`src/rtl/vx_task_dispatch.sv`:
```
// vx_task_dispatch: collects task packets from NUM_INPUTS producers into a
// shared FIFO and hands each one to exactly one of NUM_OUTPUTS clusters.
// Each cluster has a credit counter of outstanding tasks. A credit is reserved
// when a task is loaded into the output stage and returned by a done pulse.
//
// Handshake semantics (input and output sides alike): a transfer happens on a
// rising clk edge where valid and ready are both 1. Once out_valid is raised,
// out_valid and out_data stay stable until the transfer happens. in_ready is
// computed from the current in_valid pattern and the FIFO fill level.
module vx_task_dispatch #(
    parameter int NUM_INPUTS  = 1,
    parameter int NUM_OUTPUTS = 4,
    parameter int DATA_WIDTH  = 64,
    parameter int FIFO_DEPTH  = 4,
    parameter int MAX_CREDITS = 2,
    parameter int POLICY      = 0
) (
    input  logic                               clk,
    input  logic                               reset,
    input  logic                               enable,
    input  logic [NUM_INPUTS-1:0]              in_valid,
    input  logic [NUM_INPUTS*DATA_WIDTH-1:0]   in_data,
    output logic [NUM_INPUTS-1:0]              in_ready,
    output logic [NUM_OUTPUTS-1:0]             out_valid,
    output logic [DATA_WIDTH-1:0]              out_data,
    input  logic [NUM_OUTPUTS-1:0]             out_ready,
    input  logic [NUM_OUTPUTS-1:0]             done,
    output logic [$clog2(FIFO_DEPTH+1)-1:0]    pending,
    output logic                               busy
);

    localparam int PW = $clog2(FIFO_DEPTH + 1);
    localparam int AW = $clog2(FIFO_DEPTH);
    localparam int CW = $clog2(MAX_CREDITS + 1);
    localparam int IW = (NUM_INPUTS > 1) ? $clog2(NUM_INPUTS) : 1;
    localparam int OW = (NUM_OUTPUTS > 1) ? $clog2(NUM_OUTPUTS) : 1;

    // Input arbitration
    logic [IW-1:0]         in_ptr_q, in_ptr_d;
    logic [IW-1:0]         grant_idx;
    logic                  grant_any;
    logic                  push;

    // Shared FIFO
    logic [DATA_WIDTH-1:0] fifo_mem_q [FIFO_DEPTH];
    logic [AW-1:0]         wr_ptr_q, wr_ptr_d;
    logic [AW-1:0]         rd_ptr_q, rd_ptr_d;
    logic [PW-1:0]         count_q, count_d;
    logic                  fifo_full, fifo_empty;
    logic                  pop;

    // Output stage and credits
    logic [NUM_OUTPUTS-1:0] out_valid_q, out_valid_d;
    logic [DATA_WIDTH-1:0]  out_data_q, out_data_d;
    logic [OW-1:0]          out_ptr_q, out_ptr_d;
    logic [CW-1:0]          credit_q [NUM_OUTPUTS];
    logic [CW-1:0]          credit_d [NUM_OUTPUTS];
    logic [NUM_OUTPUTS-1:0] eligible;
    logic [NUM_OUTPUTS-1:0] cr_inc, cr_dec;
    logic [OW-1:0]          sel_idx;
    logic                   sel_any;
    logic [CW-1:0]          best_cr;
    logic                   fire, load, any_credit;
    logic                   busy_q, busy_d;

    assign fifo_full  = (count_q == PW'(FIFO_DEPTH));
    assign fifo_empty = (count_q == '0);
    assign fire       = |(out_valid_q & out_ready);

    // Round-robin grant over in_valid, searching from in_ptr_q upward.
    always_comb begin
        grant_any = 1'b0;
        grant_idx = '0;
        for (int k = 0; k < NUM_INPUTS; k++) begin
            if (!grant_any && in_valid[(int'(in_ptr_q) + k) % NUM_INPUTS]) begin
                grant_any = 1'b1;
                grant_idx = IW'((int'(in_ptr_q) + k) % NUM_INPUTS);
            end
        end
    end

    // Accept only the granted producer, never while full or in reset; the
    // pointer moves past the winner only when a push really happens.
    always_comb begin
        in_ready = '0;
        push     = 1'b0;
        in_ptr_d = in_ptr_q;
        if (!reset && !fifo_full && grant_any) begin
            in_ready[grant_idx] = 1'b1;
            push                = 1'b1;
            in_ptr_d            = IW'((int'(grant_idx) + 1) % NUM_INPUTS);
        end
    end

    // A cluster may take another task while its registered count is below the limit.
    always_comb begin
        eligible = '0;
        for (int j = 0; j < NUM_OUTPUTS; j++) begin
            eligible[j] = (credit_q[j] < CW'(MAX_CREDITS));
        end
    end

    // Destination choice: rotating search or minimum credit (lowest index wins ties).
    always_comb begin
        sel_any = 1'b0;
        sel_idx = '0;
        best_cr = '0;
        if (POLICY == 0) begin
            for (int k = 0; k < NUM_OUTPUTS; k++) begin
                if (!sel_any && eligible[(int'(out_ptr_q) + k) % NUM_OUTPUTS]) begin
                    sel_any = 1'b1;
                    sel_idx = OW'((int'(out_ptr_q) + k) % NUM_OUTPUTS);
                end
            end
        end else begin
            for (int j = 0; j < NUM_OUTPUTS; j++) begin
                if (eligible[j] && (!sel_any || (credit_q[j] < best_cr))) begin
                    sel_any = 1'b1;
                    sel_idx = OW'(j);
                    best_cr = credit_q[j];
                end
            end
        end
    end

    assign load = enable && !fifo_empty && sel_any && ((out_valid_q == '0) || fire);
    assign pop  = load;

    // FIFO pointer and occupancy bookkeeping.
    always_comb begin
        wr_ptr_d = push ? (wr_ptr_q + AW'(1)) : wr_ptr_q;
        rd_ptr_d = pop  ? (rd_ptr_q + AW'(1)) : rd_ptr_q;
        count_d  = count_q;
        if (push && !pop) begin
            count_d = count_q + PW'(1);
        end else if (pop && !push) begin
            count_d = count_q - PW'(1);
        end
    end

    // Output register: load a new task or drop the offer once it has fired.
    always_comb begin
        out_valid_d = out_valid_q;
        out_data_d  = out_data_q;
        out_ptr_d   = out_ptr_q;
        if (load) begin
            out_valid_d          = '0;
            out_valid_d[sel_idx] = 1'b1;
            out_data_d           = fifo_mem_q[rd_ptr_q];
            out_ptr_d            = OW'((int'(sel_idx) + 1) % NUM_OUTPUTS);
        end else if (fire) begin
            out_valid_d = '0;
        end
    end

    // Credit update: reserve on load, return on done; both together cancel out.
    always_comb begin
        cr_inc     = '0;
        cr_dec     = '0;
        any_credit = 1'b0;
        for (int j = 0; j < NUM_OUTPUTS; j++) begin
            credit_d[j] = credit_q[j];
            cr_inc[j]   = load && (sel_idx == OW'(j));
            cr_dec[j]   = done[j] && (credit_q[j] != '0);
            if (cr_inc[j] && !cr_dec[j]) begin
                credit_d[j] = credit_q[j] + CW'(1);
            end else if (cr_dec[j] && !cr_inc[j]) begin
                credit_d[j] = credit_q[j] - CW'(1);
            end
            any_credit = any_credit | (credit_q[j] != '0);
        end
        busy_d = !fifo_empty || (|out_valid_q) || any_credit;
    end

    // FIFO storage; contents need no reset because occupancy guards reads.
    always_ff @(posedge clk) begin
        if (push) begin
            fifo_mem_q[wr_ptr_q] <= in_data[int'(grant_idx)*DATA_WIDTH +: DATA_WIDTH];
        end
    end

    // State registers; reset discards queued/offered work and all credits.
    always_ff @(posedge clk) begin
        if (reset) begin
            in_ptr_q    <= '0;
            wr_ptr_q    <= '0;
            rd_ptr_q    <= '0;
            count_q     <= '0;
            out_valid_q <= '0;
            out_data_q  <= '0;
            out_ptr_q   <= '0;
            busy_q      <= 1'b0;
            for (int j = 0; j < NUM_OUTPUTS; j++) begin
                credit_q[j] <= '0;
            end
        end else begin
            in_ptr_q    <= in_ptr_d;
            wr_ptr_q    <= wr_ptr_d;
            rd_ptr_q    <= rd_ptr_d;
            count_q     <= count_d;
            out_valid_q <= out_valid_d;
            out_data_q  <= out_data_d;
            out_ptr_q   <= out_ptr_d;
            busy_q      <= busy_d;
            for (int j = 0; j < NUM_OUTPUTS; j++) begin
                credit_q[j] <= credit_d[j];
            end
        end
    end

    // Flag a completion from a cluster that had nothing outstanding.
    always @(posedge clk) begin
        if (!reset) begin
            for (int j = 0; j < NUM_OUTPUTS; j++) begin
                assert (!(done[j] && (credit_q[j] == '0)))
                    else $warning("done on output %0d with zero credit, ignored", j);
            end
        end
    end

    assign out_valid = out_valid_q;
    assign out_data  = out_data_q;
    assign pending   = count_q;
    assign busy      = busy_q;

endmodule

```
`config.mk`:
```
export PLATFORM = sky130hd
export DESIGN_NAME = vx_task_dispatch
export DESIGN_NICKNAME = d
export VERILOG_FILES = /design/src/rtl/vx_task_dispatch.sv
export SDC_FILE = /design/constraint.sdc
export NUM_CORES = 1
export LEC_CHECK = 0
export ABC_AREA = 1
export CAP_MARGIN = 20
export CORE_UTILIZATION = 55
export CTS_BUF_LIST = sky130_fd_sc_hd__clkbuf_4 sky130_fd_sc_hd__clkbuf_8
export DETAILED_ROUTE_END_ITERATION = 10
export PLACE_DENSITY = 0.86
export SKIP_LAST_GASP = 1
export SLEW_MARGIN = 5
export SYNTH_ARGS = -nofsm -noshare
export SYNTH_HDL_FRONTEND = slang
export SYNTH_SLANG_ARGS = --single-unit
```
`constraint.sdc`:
```
create_clock -name clk -period 5.45 [get_ports clk]
set_clock_uncertainty 0.15 [all_clocks]
set_input_delay 0.545 -clock clk [delete_from_list [all_inputs] [get_ports clk]]
set_output_delay 0.545 -clock clk [all_outputs]
set_load 0.005 [all_outputs]
```
==> key figures <==
Synth
  • Syn_nets: between 1k and 1.5k
  • Top-count cell post-synth: nor2_1
  • Async set-or-reset flop fraction in the synthesized netlist: 0%
  • Post-synth EDFFs: around 260
  • Average size of a mapped cell: roughly 12 um^2
  • Ys flop type: edfxtp_1
  • Sequential share of the synthesized area: between 70 and 80%
  • Area leader, netlist: edfxtp_1
  • Area contributors post-synth: edfxtp_1 (59%), dfxtp_1 (13%), nor2_1 (7.9%)
  • Mapped Area: between 0.01 and 0.015 mm^2
  • Top post-synthesis cells by count: nor2_1 (275), edfxtp_1 (256), o21ai_0 (205), dfxtp_1 (86), a31oi_1 (64)
  • Number of synthesized register bits: 342
  • Gate Count Post-Synth: around 1.1k
  • Area share of the largest cell type after synthesis: about 59%
  • Unique masters post-synth: 33
  • Warnings from Yosys: 0

Timing
  • RSZ-0062 raised after global routing: false
  • Fin. max-slew vios: 0
  • Endpoints failing setup: 0
  • Worst slew pin tran: 0.981 ns
  • Final Cycle Share: between 50% and 60%
  • Post-route setup slack: around 2.7 ns
  • Fin. Hold Viols: 0
  • Normalized max-slew margin: 34.6%
  • Fmax: 0.360 GHz
  • Final setup TNS: 0 ns
  • Final Critical Period: around 2.8 ns

Global route
  • First-pass GRT wire length: 44500 um
  • Total GRT Usage: roughly a quarter
  • GR Overflow Total: 0
  • Initial antenna violation count: 0
  • Largest net degree at the start of global routing: 130
  • Vias in the first global route: ~8.7k

Detailed routing
  • Drt first pass iters: 5
  • Detailed Route WL: approximately 29000 um
  • Via density: about 5.6
  • Routed vias: 8943
  • Violation count after the first detailed-routing iteration: 701
  • # DRC: 0
  • Antenna-violating nets left: 0
  • Routed len/inst: ~18 um

Setup path
  • Critical path class: flip-flop to flip-flop
  • CP Max Fanout: 68
  • CP max stage delay: 0.75 ns
  • Worst-path cell chain: clkinv_2 -> buf_4 -> o21ai_0 -> a31oi_1
  • Reg2reg end: out_data[48]$_SDFFE_PP0P_
  • Slowest-stage cell, CP: clkinv_2
  • Top delay family on crit path: buffers and inverters
  • Reg2reg start: rd_ptr_q[0]$_SDFFE_PP0P_
  • R2R depth: 4
  • Worst setup endpoint: out_data[48]$_SDFFE_PP0P_
  • Stages on the worst setup path: 4
  • Crit path launch type: flip-flop
  • Crit. End Element: flip-flop
  • R2R setup slack: ~2.7 ns
  • Req. time, crit path: 5.73 ns
  • Critical path launch point: rd_ptr_q[0]$_SDFFE_PP0P_
  • Crit path DAT: 3.06 ns
  • Buf/Inv on CP: 2

Power
  • VDD IR-drop max: 0.000322 V
  • Comb power frac: between 20% and 30%
  • Pint: 5.23 mW
  • Leakage Power: around 5.5 nW
  • Sw Pwr: approximately 2.5 mW
  • Net Sw Frac: around 32%
  • Sequential Power Share: between 40% and 50%
  • PwrDens: 488 mW/mm^2
  • Total power: between 7 and 8 mW
  • Clock power frac: approximately a quarter

Worst hold path
  • Hold depth: 2
  • HP Class: flip-flop to flip-flop

Floorplan
  • I/O pins: ~150
  • Starting Density: 56.8%
  • Chip height: approximately 160 um
  • Die area: roughly 0.024 mm^2
  • DIE WIDTH: 156 um
  • FP Rows: 55
  • Core footprint: around 0.023 mm^2

Layout
  • Layout Utilization: about 70%
  • Fin area: roughly 0.016 mm^2
  • # diodes: 0
  • Layout cells sized above 1: about a tenth
  • Area grow syn2layout: 21.0%
  • Total Nets Final: roughly 1.3k
  • Fillers: 1593

Clock network
  • Reg clk slew, reported paths: approximately 0.060 ns
  • Longest Clk Path Bufs: 3
  • CTS resizes: 0
  • Num Clock Sinks: about 340
  • Clk root buf: clkbuf_8
  • CTS Buf Count: 53
  • Post-CTS setup buffers: 0
  • Worst-skew pair later-pin latency: 0.57 ns
  • CTS Hold Bufs: 0
  • Number of H-tree levels: 2
  • CTS tree: yes

Place
  • Pre-CTS setup slack: between 2 and 2.5 ns
  • PortBufs: 148
  • Hpwl dp: between 15000 and 20000 um
  • Placed instance area: approximately 0.015 mm^2
  • Final GP Congestion: 0.818

Flow run
  • Max-cap viol count: 0

Status
  • Status: finished, final reports clean
[placed cells by master, fill, tap and decap left out, drive strengths merged, types with 10 or more instances in the layout]
| cell | count |
|---|---|
| clkbuf | 77 |
| o21ai | 211 |
| edfxtp | 256 |
| nand3 | 10 |
| dfxtp | 86 |
| clkdlybuf4s50 | 148 |
| nand2 | 54 |
| nor2 | 278 |
| inv | 36 |
| clkinv | 16 |
| a21oi | 26 |
| buf | 15 |
| a31oi | 64 |
[state kept, by name, summed over array words and instances, names as in the netlist]
register	flops
rd_ptr_q	2
out_ptr_q	2
busy	1
fifo_mem_q	256
credit_q	8
pending	3
out_valid	4
wr_ptr_q	2
out_data	64
[power by group through the flow]
stage / clock, mW / combinational, mW / sequential [mW]
finish: 2.03 / 2.17 / 3.49
global placement: 0 / 2.05 / 3.54
detailed placement: 0 / 2.14 / 3.53
global route: 2.17 / 2.41 / 3.53
CTS: 2.05 / 2.15 / 3.49
floorplan: 0 / 1.34 / 3.44
[cells by family after synthesis]
logic type      count (synthesis)  synth area share, %
flops                         342                 72.2
simple gates                  344                 10.6
fa+ha+maj                      10                 1.02
compound gates                305                 12.4
buf+inv                       102                 3.67
[worst min-delay path, stage by stage (launching register included)]
cell and delay [ns]:
dfxtp_1 0.33, nand2_1 0.07, a21oi_1 0.05
[metrics by stage]
step           cells  hold WS [ns]
2_1_floorplan   1103         0.321
3_3_place_gp    1511         0.340
3_5_place_dp    1512         0.342
4_1_cts         1606         0.351
5_1_grt         1607         0.384
6_report        1607         0.355
[how the worst min path moves through the flow]
stage | slack, ns | endpoint | start
floorplan | 0.32 | credit_q[0][1]$_SDFFE_PP0P_ | credit_q[0][1]$_SDFFE_PP0P_
global placement | 0.34 | out_valid[3]$_SDFFE_PP0P_ | out_valid[3]$_SDFFE_PP0P_
detailed placement | 0.34 | out_valid[3]$_SDFFE_PP0P_ | out_valid[3]$_SDFFE_PP0P_
CTS | 0.35 | out_valid[3]$_SDFFE_PP0P_ | out_valid[3]$_SDFFE_PP0P_
global route | 0.38 | out_valid[2]$_SDFFE_PP0P_ | out_valid[2]$_SDFFE_PP0P_
finish | 0.35 | out_valid[3]$_SDFFE_PP0P_ | out_valid[3]$_SDFFE_PP0P_
[metal layers]
layer	track usage (%)	part of all wire, %
met5	0	0
met1	29.9	40
met4	9.01	2.5
met3	5.08	8.0
met2	40.2	49
[cell type report]
cell class / instances / area (um^2) / share of cell area [%]
flip-flops and latches: 342 / 9410 / 59.8
repair buffers: 163 / 1630 / 10.3
well taps: 313 / 392 / 2.49
clock inverters: 17 / 81.3 / 0.516
inverters: 36 / 144 / 0.913
multi-input cells: 659 / 3170 / 20.1
clock buffers: 77 / 928 / 5.89
Power figures use the tool's default switching activity.
